<file path="src/rtl/hazard_pkg.sv">
`default_nettype none
// +----------------------------------------------------------------------------+
// | Module  : hazard_pkg                                                       |
// | Purpose : Shared types and constants for the hazard scoreboard.            |
// |           sb_entry_t describes one in-flight writer in the scoreboard.     |
// | Ports   : none (package)                                                   |
// | Revision: 1.0  initial release                                             |
// +----------------------------------------------------------------------------+
package hazard_pkg;

  localparam int ZERO_REG           = 31;  // XZR: never a hazard
  localparam int DEFAULT_DEPTH      = 3;
  localparam int DEFAULT_LOAD_READY = 2;

  // The register field is sized for the widest supported register address.
  // Narrower addresses are zero-extended on entry, which keeps compares exact.
  localparam int RD_MAX_W = 8;

  typedef struct packed {
    logic                valid;  // slot holds a real instruction
    logic                wr;     // writes a register other than XZR
    logic                ld;     // load: data only available late
    logic [RD_MAX_W-1:0] rd;     // destination register
  } sb_entry_t;

endpackage
`default_nettype wire

</file>
<file path="src/rtl/hazard_src_match.sv">
`default_nettype none
// +----------------------------------------------------------------------------+
// | Module  : hazard_src_match                                                 |
// | Purpose : Finds the youngest scoreboard writer of one source register and |
// |           reports its forwarding select and whether it is a load that is   |
// |           not yet able to forward.                                         |
// | Ports   : entries     in  scoreboard entries 0..DEPTH-2                   |
// |           src         in  source register (zero-extended)                 |
// |           src_en      in  decode valid and this source is read            |
// |           sel         out forwarding select (k+1), 0 when no match        |
// |           load_hazard out youngest match is a load not yet forwardable    |
// | Revision: 1.0  initial release                                             |
// +----------------------------------------------------------------------------+
module hazard_src_match
  import hazard_pkg::*;
#(
  parameter int DEPTH      = DEFAULT_DEPTH,
  parameter int LOAD_READY = DEFAULT_LOAD_READY,
  parameter int FSEL_W     = $clog2(DEPTH)
) (
  input  sb_entry_t [DEPTH-2:0] entries,
  input  logic [RD_MAX_W-1:0]   src,
  input  logic                  src_en,
  output logic [FSEL_W-1:0]     sel,
  output logic                  load_hazard
);

  // Scan oldest to youngest so the last hit written is the youngest writer.
  always_comb begin
    sel         = '0;
    load_hazard = 1'b0;
    if (src_en) begin
      for (int k = DEPTH - 2; k >= 0; k--) begin
        if (entries[k].valid && entries[k].wr && (entries[k].rd == src)) begin
          sel         = FSEL_W'(k + 1);
          load_hazard = entries[k].ld && ((k + 1) < LOAD_READY);
        end
      end
    end
  end

endmodule
`default_nettype wire

</file>
<file path="src/rtl/hazard_scoreboard.sv">
`default_nettype none
// +----------------------------------------------------------------------------+
// | Module  : hazard_scoreboard                                                |
// | Purpose : Load-use stall and forwarding-select generation for the LEGv8   |
// |           pipeline, driven by a shift-register scoreboard of writers.     |
// | Ports   : clk          in  clock, rising edge                             |
// |           reset        in  asynchronous active-low reset                  |
// |           id_valid     in  decode slot holds a real instruction           |
// |           id_regwrite  in  decode instruction writes a register          |
// |           id_memread   in  decode instruction is a load                  |
// |           id_rd        in  decode destination register                   |
// |           id_src       in  packed source registers                       |
// |           id_src_used  in  per-source read mask                          |
// |           id_flush     in  decode instruction is squashed                |
// |           stall        out combinational stall request                   |
// |           fwd_sel      out registered per-source forwarding selects      |
// |           stall_cnt    out saturating stall-cycle count                  |
// |           flush_cnt    out saturating flush count                        |
// | Revision: 1.0  initial release                                             |
// +----------------------------------------------------------------------------+
module hazard_scoreboard
  import hazard_pkg::*;
#(
  parameter int REG_AW     = 5,
  parameter int ZERO_REG   = hazard_pkg::ZERO_REG,
  parameter int NUM_SRC    = 2,
  parameter int DEPTH      = DEFAULT_DEPTH,
  parameter int LOAD_READY = DEFAULT_LOAD_READY,
  parameter int CNT_W      = 16,
  parameter int FSEL_W     = $clog2(DEPTH)
) (
  input  logic                       clk,
  input  logic                       reset,
  input  logic                       id_valid,
  input  logic                       id_regwrite,
  input  logic                       id_memread,
  input  logic [REG_AW-1:0]          id_rd,
  input  logic [NUM_SRC*REG_AW-1:0]  id_src,
  input  logic [NUM_SRC-1:0]         id_src_used,
  input  logic                       id_flush,
  output logic                       stall,
  output logic [NUM_SRC*FSEL_W-1:0]  fwd_sel,
  output logic [CNT_W-1:0]           stall_cnt,
  output logic [CNT_W-1:0]           flush_cnt
);

  // Only entries 0..DEPTH-2 are stored: the writer in entry DEPTH-1 is
  // served by the register file's write-before-read bypass, so nothing
  // ever looks at it.
  sb_entry_t [DEPTH-2:0]       r_entry;
  sb_entry_t                   w_new;
  logic [NUM_SRC-1:0]          w_src_ld;
  logic [NUM_SRC*FSEL_W-1:0]   w_sel;
  logic                        w_advance;

  generate
    for (genvar s = 0; s < NUM_SRC; s++) begin : g_src
      logic [RD_MAX_W-1:0] w_src;
      assign w_src = RD_MAX_W'(id_src[s*REG_AW +: REG_AW]);

      hazard_src_match #(
        .DEPTH      (DEPTH),
        .LOAD_READY (LOAD_READY),
        .FSEL_W     (FSEL_W)
      ) u_match (
        .entries     (r_entry),
        .src         (w_src),
        .src_en      (id_valid && id_src_used[s]),
        .sel         (w_sel[s*FSEL_W +: FSEL_W]),
        .load_hazard (w_src_ld[s])
      );
    end
  endgenerate

  // A squashed instruction never stalls; it just becomes a bubble.
  assign stall     = !id_flush && (|w_src_ld);
  assign w_advance = id_valid && !stall && !id_flush;

  always_comb begin
    w_new       = '0;
    w_new.valid = 1'b1;
    w_new.wr    = id_regwrite && (id_rd != REG_AW'(ZERO_REG));
    w_new.ld    = id_memread;
    w_new.rd    = RD_MAX_W'(id_rd);
  end

  always_ff @(posedge clk or negedge reset) begin
    if (!reset) begin
      r_entry   <= '0;
      fwd_sel   <= '0;
      stall_cnt <= '0;
      flush_cnt <= '0;
    end else begin
      r_entry[0] <= w_advance ? w_new : '0;
      for (int k = 1; k < DEPTH - 1; k++) begin
        r_entry[k] <= r_entry[k-1];
      end
      // Selects only matter for an instruction that actually enters EX.
      fwd_sel <= w_advance ? w_sel : '0;
      if (stall && (stall_cnt != '1)) begin
        stall_cnt <= stall_cnt + CNT_W'(1);
      end
      if (id_valid && id_flush && (flush_cnt != '1)) begin
        flush_cnt <= flush_cnt + CNT_W'(1);
      end
    end
  end

endmodule
`default_nettype wire
</file>
<file path="config.mk">
export PLATFORM = sky130hd
export DESIGN_NAME = hazard_scoreboard
export DESIGN_NICKNAME = d
export VERILOG_FILES = /design/src/rtl/hazard_pkg.sv /design/src/rtl/hazard_src_match.sv /design/src/rtl/hazard_scoreboard.sv
export SDC_FILE = /design/constraint.sdc
export NUM_CORES = 1
export LEC_CHECK = 0
export BUFFER_PORTS_ARGS = -buffer_cell sky130_fd_sc_hd__buf_2
export CORE_UTILIZATION = 50
export DETAILED_ROUTE_END_ITERATION = 10
export PLACE_DENSITY = 0.75
export RECOVER_POWER = 25
export SLEW_MARGIN = 20
export SYNTH_ARGS = -nofsm -noshare
export SYNTH_HDL_FRONTEND = slang
export SYNTH_SLANG_ARGS = --single-unit
export TNS_END_PERCENT = 10
</file>
<file path="constraint.sdc">
create_clock -name clk -period 2.4 [get_ports clk]
set_input_delay 0.48 -clock clk [delete_from_list [all_inputs] [get_ports clk]]
set_output_delay 0.48 -clock clk [all_outputs]
set_load 0.02 [all_outputs]
</file>
==> flow_metrics.py <==
metrics = {
    "grt": {
        "grt_antenna_before_repair": 0,
        "track_usage_pct": 19.7,
        "grt_pass1_vias": 1870,
        "grt_max_degree": 52,
        "grt_pass1_wl_um": 7980,
        "overflow": 0,
    },
    "timing": {
        "slew_viol_final": 0,
        "relSlewSlack_pct": 19.3,
        "finalCritPeriodShare_pct": 94.8,
        "period_minus_slack_ns": 2.27,
        "worst_pin_slew_ns": 1.21,
        "fmax_mhz": 440,
        "finClkSkew_ns": 0.00895,
        "hold_violations": 0,
        "rsz0062_at_grt": "no",
        "finalSetupViolCount": 0,
        "tns_ns": 0,
    },
    "critical_path": {
        "worst-path-buf-inv": 1,
        "slowest_stage": "nor4_1",
        "cpPeakStageDelay_ns": 0.45,
        "cp-start-kind": "register",
        "crit_start": "r_entry[2]$_DFF_PN0_",
        "worstPathMaxFanout": 3,
        "worst-path-stages": 5,
        "cp.required_ns": 1.92,
        "r2r_end": "stall_cnt[1]$_DFFE_PN0P_",
        "crit-reg2reg-launch": "stall_cnt[6]$_DFFE_PN0P_",
        "critical_path.top_delay_family": "simple AND/OR/NAND/NOR gates",
        "crit_chain": "xor2_1 > nor4_1 > a22oi_1 > nor2_1 > buf_2",
        "arrival_ns": 1.79,
        "path_class": "reg2out",
        "endpoint": "stall",
        "r2r_setup_slack_ns": 0.28,
        "end_kind": "output port",
        "worstRegToRegCells": 5,
    },
    "routing": {
        "initialDrtViolationCount": 97,
        "ant_nets": 0,
        "drc": 0,
        "wl_per_cell_um": 12.8,
        "routed_wl_um": 4730,
        "vias": 1964,
        "drt_pass1_iterations": 5,
        "viasPerCell": 5.31,
    },
    "clock_tree": {
        "cts_resized": 0,
        "cts_setup_buffers": 0,
        "htreeDepth": 2,
        "hold_buffers": 0,
        "cts_buffer_depth": 2,
        "ctsRootBufferMaster": "clkbuf_8",
        "clk_pin_slew_worst_paths_ns": 0.09,
        "clkSinkCount": 51,
        "clk_latency_ns": 0.29,
        "cts_made_buffers": 5,
        "cts_tree": "built",
    },
    "synth": {
        "synth_top_cell_area_share_pct": 51.3,
        "yosys_register_bits": 51,
        "synth_common_cells": "dfrtp_1 (51), xnor2_1 (32), nand3_1 (23)",
        "synth_fp_nets": 258,
        "synth-adder-area-share_pct": 1.01,
        "synth_ff_type": "dfrtp_1",
        "synth_area_per_cell_sq_um": 10.7,
        "synth_area_leaders": "dfrtp_1 (51%), xnor2_1 (11%), xor2_1 (5.3%), nand3_1 (4.6%), nand4_1 (3.0%)",
        "yosys.area_share.simple_pct": 24.9,
        "netlist_area_sq_um": 2490,
        "ys_async_sr_fraction_pct": 100,
        "synth_top_family_by_area": "simple AND/OR/NAND/NOR gates",
        "yosys_warnings": 0,
        "synth_cell_types": 33,
        "syn_inst": 233,
        "synth_edf_count": 0,
        "synth.largest_area_cell": "dfrtp_1",
        "synth-compound-area-share_pct": 2.67,
        "muxShareOfSynthArea_pct": 2.21,
        "ys_seq_area_share_pct": 51.3,
        "synth_xor_area_share_pct": 16.6,
        "yosysMostFrequentCell": "dfrtp_1",
    },
    "pwr": {
        "leakagePower_nw": 1.44,
        "vdd_ir_drop_max_mv": 0.659,
        "power_density_nw_per_um2": 622,
    },
    "layout": {
        "synthToLayoutAreaGrowth_pct": 20.9,
        "final_util_pct": 63.2,
        "num_antenna_cells": 0,
        "num-nets-final": 327,
        "drive_gt1_share_pct": 27.1,
        "fillCellCount": 414,
    },
    "flow_run": {
        "cap_violations": 0,
    },
    "floorplan": {
        "dieArea_sq_um": 5260,
        "num_rows": 25,
        "io_pins": 60,
        "start_util_pct": 52.3,
        "coreArea_sq_um": 4750,
        "dieWidth_um": 72.5,
        "die_h_um": 72.5,
    },
    "worst_hold_path": {
        "hold_class": "in2reg",
        "hold_start": "id_memread",
    },
    "place": {
        "io_buffers": 59,
        "hpwl_um": 3550,
        "gp_congestion": 0.856,
    },
    "run_status": {
        "outcome": "finished, final reports clean",
    },
}
flip-flops by register name (all words and copies together), names as in the netlist:
register   flops
r_entry       15
flush_cnt     16
fwd_sel        4
stall_cnt     16
cell type report:
cell class                      count  area, sq um  share of cell area [%]
Clock inverter                      2         35.0                    1.17
Inverter                            4         15.0                   0.499
Clock buffer                        6         82.6                    2.75
Multi-Input combinational cell    175         1180                    39.1
Sequential cell                    51         1280                    42.4
Tap cell                           67         83.8                    2.79
Timing Repair Buffer               65          338                    11.2
layout by cell type (no fill, tap or decap), types with 4 or more instances in the layout:
cell / instances
buf_2: 59
dfrtp_1: 51
xnor2_1: 32
nand3_1: 23
nand2_1: 17
xor2_1: 15
nor2_1: 14
nand4_1: 12
and2_1: 9
nor3_1: 7
and3_1: 7
and4_1: 7
clkbuf_8: 6
buf_4: 5
inv_1: 4
mux2_2: 4
worst min-delay path by stage:
stage                                to  slack [ns]  cells past startpoint
6_report           r_entry[8]$_DFF_PN0_        0.40                      2
4_1_cts           r_entry[11]$_DFF_PN0_        0.17                      2
3_3_place_gp      r_entry[21]$_DFF_PN0_        0.39                      0
5_1_grt            r_entry[8]$_DFF_PN0_        0.39                      2
3_5_place_dp      r_entry[21]$_DFF_PN0_        0.39                      0
2_1_floorplan  flush_cnt[0]$_DFFE_PN0P_        0.18                      0
where the power goes:
part / internal, mW / switching (mW) / total [mW]
Clock: 0.337 / 0.264 / 0.601
Combinational: 0.118 / 0.165 / 0.283
Sequential: 0.916 / 0.0693 / 0.985
Total: 1.37 / 0.497 / 1.87
layer usage:
metal	vias up	share of wire, %	track usage (%)
li1	960	-	-
met1	944	45	24.4
met2	56	48	32.2
met3	4	5.6	5.83
met4	0	0.95	8.50
met5	-	0	0
kinds of logic after synthesis:
kind of cell	Yosys count
buffers and inverters	7
multiplexers	5
AO/OA/AOI/OAI	9
adder cells (fa/ha/maj)	2
AND/OR/NAND/NOR	112
XOR/XNOR	47
flip-flops	51
per-stage QoR:
step | instances | worst slack, ns | hold slack, ns | instance area, sq um | total power [mW]
final | 370 | 0.125 | 0.400 | 3010 | 1.87
after global routing | 370 | 0.00160 | 0.395 | 3010 | 1.96
after CTS | 370 | 0.109 | 0.167 | 3020 | 1.90
after detailed placement | 362 | 0.282 | 0.389 | 2900 | 1.29
after global placement | 362 | 0.310 | 0.393 | 2900 | 1.29
after floorplan | 233 | 0.242 | 0.184 | 2490 | 1.17
Power figures use the tool's default switching activity.
